**src/rtl/instr_prefetch_queue.sv**
```systemverilog
// Instruction prefetch queue between the instruction memory port and decode.
// Buffers up to DEPTH {pc, instruction} pairs, keeps at most one memory request
// outstanding, and on a redirect abandons any in-flight request by draining it.
module instr_prefetch_queue #(
  parameter int                    DATA_WIDTH = 32,
  parameter int                    ADDR_WIDTH = 32,
  parameter int                    DEPTH      = 4,
  parameter logic [ADDR_WIDTH-1:0] RESET_PC   = '0
) (
  input  logic                       clk,
  input  logic                       rst_n,
  input  logic                       i_flush,
  input  logic [ADDR_WIDTH-1:0]      i_jump_addr,
  input  logic                       i_instr_ready,
  input  logic [DATA_WIDTH-1:0]      i_instr_data,
  output logic                       o_inst_rd_en,
  output logic [ADDR_WIDTH-1:0]      o_inst_addr,
  output logic                       o_if_valid,
  output logic [DATA_WIDTH-1:0]      o_if_inst,
  output logic [ADDR_WIDTH-1:0]      o_if_pc,
  input  logic                       i_id_ready,
  output logic [$clog2(DEPTH):0]     o_count
);

  localparam int PTR_W = $clog2(DEPTH);
  localparam int CNT_W = PTR_W + 1;

  typedef enum logic {
    RUN,
    DRAIN
  } state_t;

  state_t state_q;
  state_t state_d;

  logic                  start_q;
  logic                  pending_q;
  logic [ADDR_WIDTH-1:0] fetch_pc_q;
  logic [ADDR_WIDTH-1:0] drain_addr_q;
  logic [ADDR_WIDTH-1:0] jump_pc;

  logic [ADDR_WIDTH-1:0] mem_pc   [DEPTH];
  logic [DATA_WIDTH-1:0] mem_inst [DEPTH];

  logic [PTR_W-1:0]      wr_ptr_q;
  logic [PTR_W-1:0]      rd_ptr_q;
  logic [CNT_W-1:0]      count_q;
  logic [PTR_W-1:0]      wr_ptr_d;
  logic [PTR_W-1:0]      rd_ptr_d;
  logic [CNT_W-1:0]      count_d;

  logic                  if_valid_q;
  logic [DATA_WIDTH-1:0] if_inst_q;
  logic [ADDR_WIDTH-1:0] if_pc_q;
  logic [DATA_WIDTH-1:0] head_inst_d;
  logic [ADDR_WIDTH-1:0] head_pc_d;
  logic                  head_hit;

  logic                  completion;
  logic                  queue_full;
  logic                  push;
  logic                  pop;

  // The two low address bits of a redirect are not meaningful for word fetch.
  logic unused_jump_bits;
  assign unused_jump_bits = ^i_jump_addr[1:0];

  assign jump_pc    = {i_jump_addr[ADDR_WIDTH-1:2], 2'b00};
  assign completion = o_inst_rd_en & i_instr_ready;
  assign queue_full = (count_q == CNT_W'(DEPTH));
  // Data is only kept in RUN; a redirect in the same cycle makes it stale.
  assign push       = (state_q == RUN) & completion & ~i_flush;
  // A redirect cancels any pop, since the whole queue is discarded anyway.
  assign pop        = if_valid_q & i_id_ready & ~i_flush;

  // FSM state register.
  always_ff @(posedge clk or negedge rst_n) begin
    if (!rst_n) begin
      state_q <= RUN;
    end else begin
      state_q <= state_d;
    end
  end

  // Next state: enter DRAIN when a redirect abandons a request that is still waiting.
  always_comb begin
    state_d = state_q;
    case (state_q)
      RUN: begin
        if (i_flush && pending_q && !i_instr_ready) begin
          state_d = DRAIN;
        end
      end
      DRAIN: begin
        if (i_instr_ready) begin
          state_d = RUN;
        end
      end
      default: state_d = RUN;
    endcase
  end

  // Memory request outputs; a pending request is held regardless of redirect or occupancy.
  always_comb begin
    o_inst_rd_en = 1'b0;
    o_inst_addr  = fetch_pc_q;
    case (state_q)
      RUN: begin
        o_inst_rd_en = pending_q | (start_q & ~queue_full & ~i_flush);
        o_inst_addr  = fetch_pc_q;
      end
      DRAIN: begin
        o_inst_rd_en = 1'b1;
        o_inst_addr  = drain_addr_q;
      end
      default: begin
        o_inst_rd_en = 1'b0;
        o_inst_addr  = fetch_pc_q;
      end
    endcase
  end

  // Start flag holds off fetching until the first edge after reset release.
  always_ff @(posedge clk or negedge rst_n) begin
    if (!rst_n) begin
      start_q <= 1'b0;
    end else begin
      start_q <= 1'b1;
    end
  end

  // Remember whether a request was issued but not yet completed.
  always_ff @(posedge clk or negedge rst_n) begin
    if (!rst_n) begin
      pending_q <= 1'b0;
    end else begin
      pending_q <= o_inst_rd_en & ~i_instr_ready;
    end
  end

  // Fetch PC follows redirects, otherwise advances by one word per kept completion.
  always_ff @(posedge clk or negedge rst_n) begin
    if (!rst_n) begin
      fetch_pc_q <= RESET_PC;
    end else if (i_flush) begin
      fetch_pc_q <= jump_pc;
    end else if (push) begin
      fetch_pc_q <= fetch_pc_q + ADDR_WIDTH'(4);
    end
  end

  // Capture the abandoned address so it stays on the bus while draining.
  always_ff @(posedge clk or negedge rst_n) begin
    if (!rst_n) begin
      drain_addr_q <= RESET_PC;
    end else if (state_q == RUN && state_d == DRAIN) begin
      drain_addr_q <= fetch_pc_q;
    end
  end

  // Queue storage writes; contents need no reset because occupancy guards them.
  always_ff @(posedge clk) begin
    if (push) begin
      mem_pc[wr_ptr_q]   <= fetch_pc_q;
      mem_inst[wr_ptr_q] <= i_instr_data;
    end
  end

  // Next pointers and occupancy; a redirect empties the queue outright.
  always_comb begin
    wr_ptr_d = wr_ptr_q;
    rd_ptr_d = rd_ptr_q;
    count_d  = count_q;
    if (i_flush) begin
      wr_ptr_d = '0;
      rd_ptr_d = '0;
      count_d  = '0;
    end else begin
      if (push) begin
        wr_ptr_d = wr_ptr_q + PTR_W'(1);
      end
      if (pop) begin
        rd_ptr_d = rd_ptr_q + PTR_W'(1);
      end
      case ({push, pop})
        2'b10:   count_d = count_q + CNT_W'(1);
        2'b01:   count_d = count_q - CNT_W'(1);
        default: count_d = count_q;
      endcase
    end
  end

  // Pointer and occupancy registers.
  always_ff @(posedge clk or negedge rst_n) begin
    if (!rst_n) begin
      wr_ptr_q <= '0;
      rd_ptr_q <= '0;
      count_q  <= '0;
    end else begin
      wr_ptr_q <= wr_ptr_d;
      rd_ptr_q <= rd_ptr_d;
      count_q  <= count_d;
    end
  end

  // Next head entry; bypass the write when the incoming word becomes the new head.
  always_comb begin
    head_hit    = push && (wr_ptr_q == rd_ptr_d);
    head_pc_d   = mem_pc[rd_ptr_d];
    head_inst_d = mem_inst[rd_ptr_d];
    if (head_hit) begin
      head_pc_d   = fetch_pc_q;
      head_inst_d = i_instr_data;
    end
  end

  // Registered head toward decode; contents only refresh when an entry will be present.
  always_ff @(posedge clk or negedge rst_n) begin
    if (!rst_n) begin
      if_valid_q <= 1'b0;
      if_pc_q    <= '0;
      if_inst_q  <= '0;
    end else begin
      if_valid_q <= (count_d != '0);
      if (count_d != '0) begin
        if_pc_q   <= head_pc_d;
        if_inst_q <= head_inst_d;
      end
    end
  end

  assign o_if_valid = if_valid_q;
  assign o_if_pc    = if_pc_q;
  assign o_if_inst  = if_inst_q;
  assign o_count    = count_q;

endmodule

```
**config.mk**
```make
export PLATFORM = sky130hd
export DESIGN_NAME = instr_prefetch_queue
export DESIGN_NICKNAME = d
export VERILOG_FILES = /design/src/rtl/instr_prefetch_queue.sv
export SDC_FILE = /design/constraint.sdc
export NUM_CORES = 1
export LEC_CHECK = 0
export CORE_MARGIN = 2
export CORE_UTILIZATION = 35
export CTS_CLUSTER_SIZE = 14
export DETAILED_ROUTE_END_ITERATION = 12
export PLACE_DENSITY = 0.52
export SLEW_MARGIN = 15
export SYNTH_ARGS = -nofsm -noshare
export SYNTH_HDL_FRONTEND = slang
export SYNTH_SLANG_ARGS = --single-unit
```
**constraint.sdc**
```tcl
create_clock -name clk -period 8.83 [get_ports clk]
set_input_delay 2.2075 -clock clk [delete_from_list [all_inputs] [get_ports clk]]
set_output_delay 2.2075 -clock clk [all_outputs]
set_load 0.01 [all_outputs]
```
==> metrics <==
status=complete, no violations; die footprint=48500 sq um; final hold vios=0; Adder-Cell Fraction of Synth Area=0.582%; Synth Warn #=0; pin count of the biggest net entering global routing=77; TritonCTS clock tree=built; Critical Path End Type=primary output; Max Fclk=179 MHz; TritonRoute pass-1 iters=5; first-pass GRT wire length=around 65000 um; Resized cells post-CTS=0; min Tclk post-route=5570 ps; H-tree depth=2; Rows=slightly below 80; clk slew on worst S/H paths=60 ps; WHS Path Cells=1; crit path kind=in2out; critical-path maximum fanout=4; Inserted Clock Buffers=between 40 and 50; Tcrit/Tclk final=63.1%; Yosys top cell by area=edfxtp_1; Mean Syn Cell Area=13.6 sq um; Core ar.=46400 sq um; HPWL Detailed=22700 um; IO Port Bufs=about 160; Vias/cell=between 5 and 6; largest family of logic cells by synthesized area=compound AO/OA/AOI/OAI gates; P&R area growth vs syn=21.8%; Synth top area share=a little under half; Startpoint Class=primary input; Main synth FF type=edfxtp_1; Final Skew=14.8 ps; Crit-path slowest cell=clkdlybuf4s50_1; Worst Path Buf+Inv=2; antenna-violating nets left=0; setup TNS=0 ps; ranking of synthesized cells by area=edfxtp_1 46%, dfrtp_1 20%, mux2_2 4.1%; Seq/Total Area, Yosys=about two thirds; Ports=170; # diodes=0; Util after Layout=43.0%; CP max stage delay=550 ps; Vias=10300; max cap viols=0; CP cell instances=buf_4, nor2b_1, o21ai_0, nand2b_1, clkdlybuf4s50_1; largest buffer count on any clock path=3; Setup Fix Bufs, Post-CTS=0; Yosys reg bits=381; hold crit path type=reg2reg; 1st-iter DRT viols=699; RSZ-0062 raised after global routing=no; CP top delay family=buffers and inverters; simple-gate share of the synthesized area=a little under a tenth; routed len/inst=21.2 um; routability cong.=0.729; DIE WIDTH=approximately 220 um; GR Util All Layers=17.7%; Max-slew headroom=28.7%; fraction of synthesized area in multiplexers=under 10%; most frequent cells in the layout=248 x edfxtp_1, 161 x clkdlybuf4s50_1, 133 x dfrtp_1; vias in the first global route=between 10000 and 15000; initial antenna violation count=0; Congestion Overflow GR=0; hold buffers post-CTS=0; Cell Pwr Density=roughly 250 nW/um^2; Reg2Reg Depth=11; commonest non-fill, non-tap cell in the layout=edfxtp_1; Die Y-Extent=220 um; DRC=0; CP required=6620 ps; Routed WL=about 42000 um; worst-margin pin slew=between 1000 and 1500 ps; async set-reset flop share out of synthesis=34.9%; Clock Sinks=381; # setup viols final=0; Leakage=0.00686 uW; compound-gate portion of the synthesized area=10.8%; Max IR drop VDD=0.150 mV; Gate Count Post-Synth=approximately 1200; Initial Util=35.3%; Nets=about 1400; Cell Area, Synth=between 15000 and 20000 sq um; fraction of layout cells with a size suffix above 1=11.8%; Slew Viols, Final=0; post-synth cell types=55; EDFF count, synth=248; Skew-Pair Late Insertion Delay=560 ps; WP depth=5; WP data arrival=3360 ps; root buf cell=clkbuf_16; xor and xnor area share after synthesis=roughly 1.6%
[area by class of cell]
type,instances,area (sq um)
Sequential cell,381,10800
Clock inverter,17,131
Fill cell,4306,26400
Inverter,11,43.8
Timing Repair Buffer,181,1770
Clock buffer,62,1280
Tap cell,607,759
Multi-Input combinational cell,716,5160
[synth_stat cells (2+ instances only)]
master,instances
dfrtp_1,133
buf_1,3
and4_1,6
conb_1,2
buf_4,4
a211o_1,2
nor2_1,69
nand4_1,7
a221o_1,60
and2_1,6
a21oi_1,5
or3_1,4
o211ai_1,63
xnor2_1,21
buf_6,6
nand2b_1,3
nor3_1,10
and3_1,5
mux2_2,60
nand2_1,106
edfxtp_1,248
ha_1,6
o21ai_1,2
o21ai_0,33
mux2_1,57
mux2i_1,6
inv_1,9
nor2b_1,68
a221oi_1,2
xor2_1,7
clkbuf_1,52
buf_2,28
nand3_1,11
nor4_1,11
a31oi_1,63
[routing by layer]
layer / up-vias / part of all wire (%) / global-route usage (%)
met5: - / 0 / 0
met4: 0 / 1.8 / 5.23
met3: 55 / 4.6 / 2.96
met2: 247 / 48 / 29.2
met1: 5191 / 46 / 24.1
li1: 4790 / - / -
[worst paths after layout]
check / from / to / slack, ps
worst max-delay path: i_flush / o_inst_rd_en / 3260
worst min-delay path: drain_addr_q[6] / drain_addr_q[6] / 500
worst max register to register: state_q / o_if_inst[1] / 4790
worst min register to register: drain_addr_q[6] / drain_addr_q[6] / 500
max in group asynchronous: rst_n / o_if_inst[16] / 5740
min in group asynchronous: rst_n / drain_addr_q[20] / 1680
[through the flow]
step | total power [uW] | area (sq um) | hold slack (ps) | setup WS [ps] | instances
4_1_cts | 5080 | 19900 | 507 | 3270 | 1975
5_1_grt | 5250 | 19900 | 518 | 3020 | 1975
3_3_place_gp | 3270 | 18500 | 483 | 2800 | 1896
2_1_floorplan | 2740 | 16400 | 471 | 3910 | 1201
3_5_place_dp | 3280 | 18500 | 490 | 2760 | 1896
6_report | 5000 | 19900 | 499 | 3260 | 1975
[flip-flops by register name (all words and copies together) (netlist names), 3 cells and up]
signal / count
drain_addr_q: 30
fetch_pc_q: 30
mem_inst: 128
mem_pc: 120
o_count: 3
o_if_inst: 32
o_if_pc: 30
[cells by family (layout without fill, tap and decap cells)]
group,Yosys count,count (layout)
AOI/OAI and AO/OA,237,237
DFF,381,381
xor gates and xnor gates,29,29
buffers and inverters,104,271
muxes,124,124
and+or+nand+nor,314,314
other,2,5
adders and majority gates,7,7
[power breakdown]
part | total [uW] | leakage, uW | internal, uW | switching, uW
Sequential | 2300 | 0.00380 | 2140 | 161
Clock | 1770 | 0.000700 | 1060 | 711
Combinational | 924 | 0.00236 | 496 | 427
[worst reg2reg max path, delay by kind of cell (launching register included)]
| kind | cells | cell delay, ps |
|---|---|---|
| compound gates | 3 | 940 |
| xor+xnor | 1 | 150 |
| fa+ha+maj | 2 | 620 |
| buf+inv | 3 | 1080 |
| flops | 1 | 410 |
| simple gates | 2 | 670 |
No activity file was read; power rests on OpenSTA's default activity.
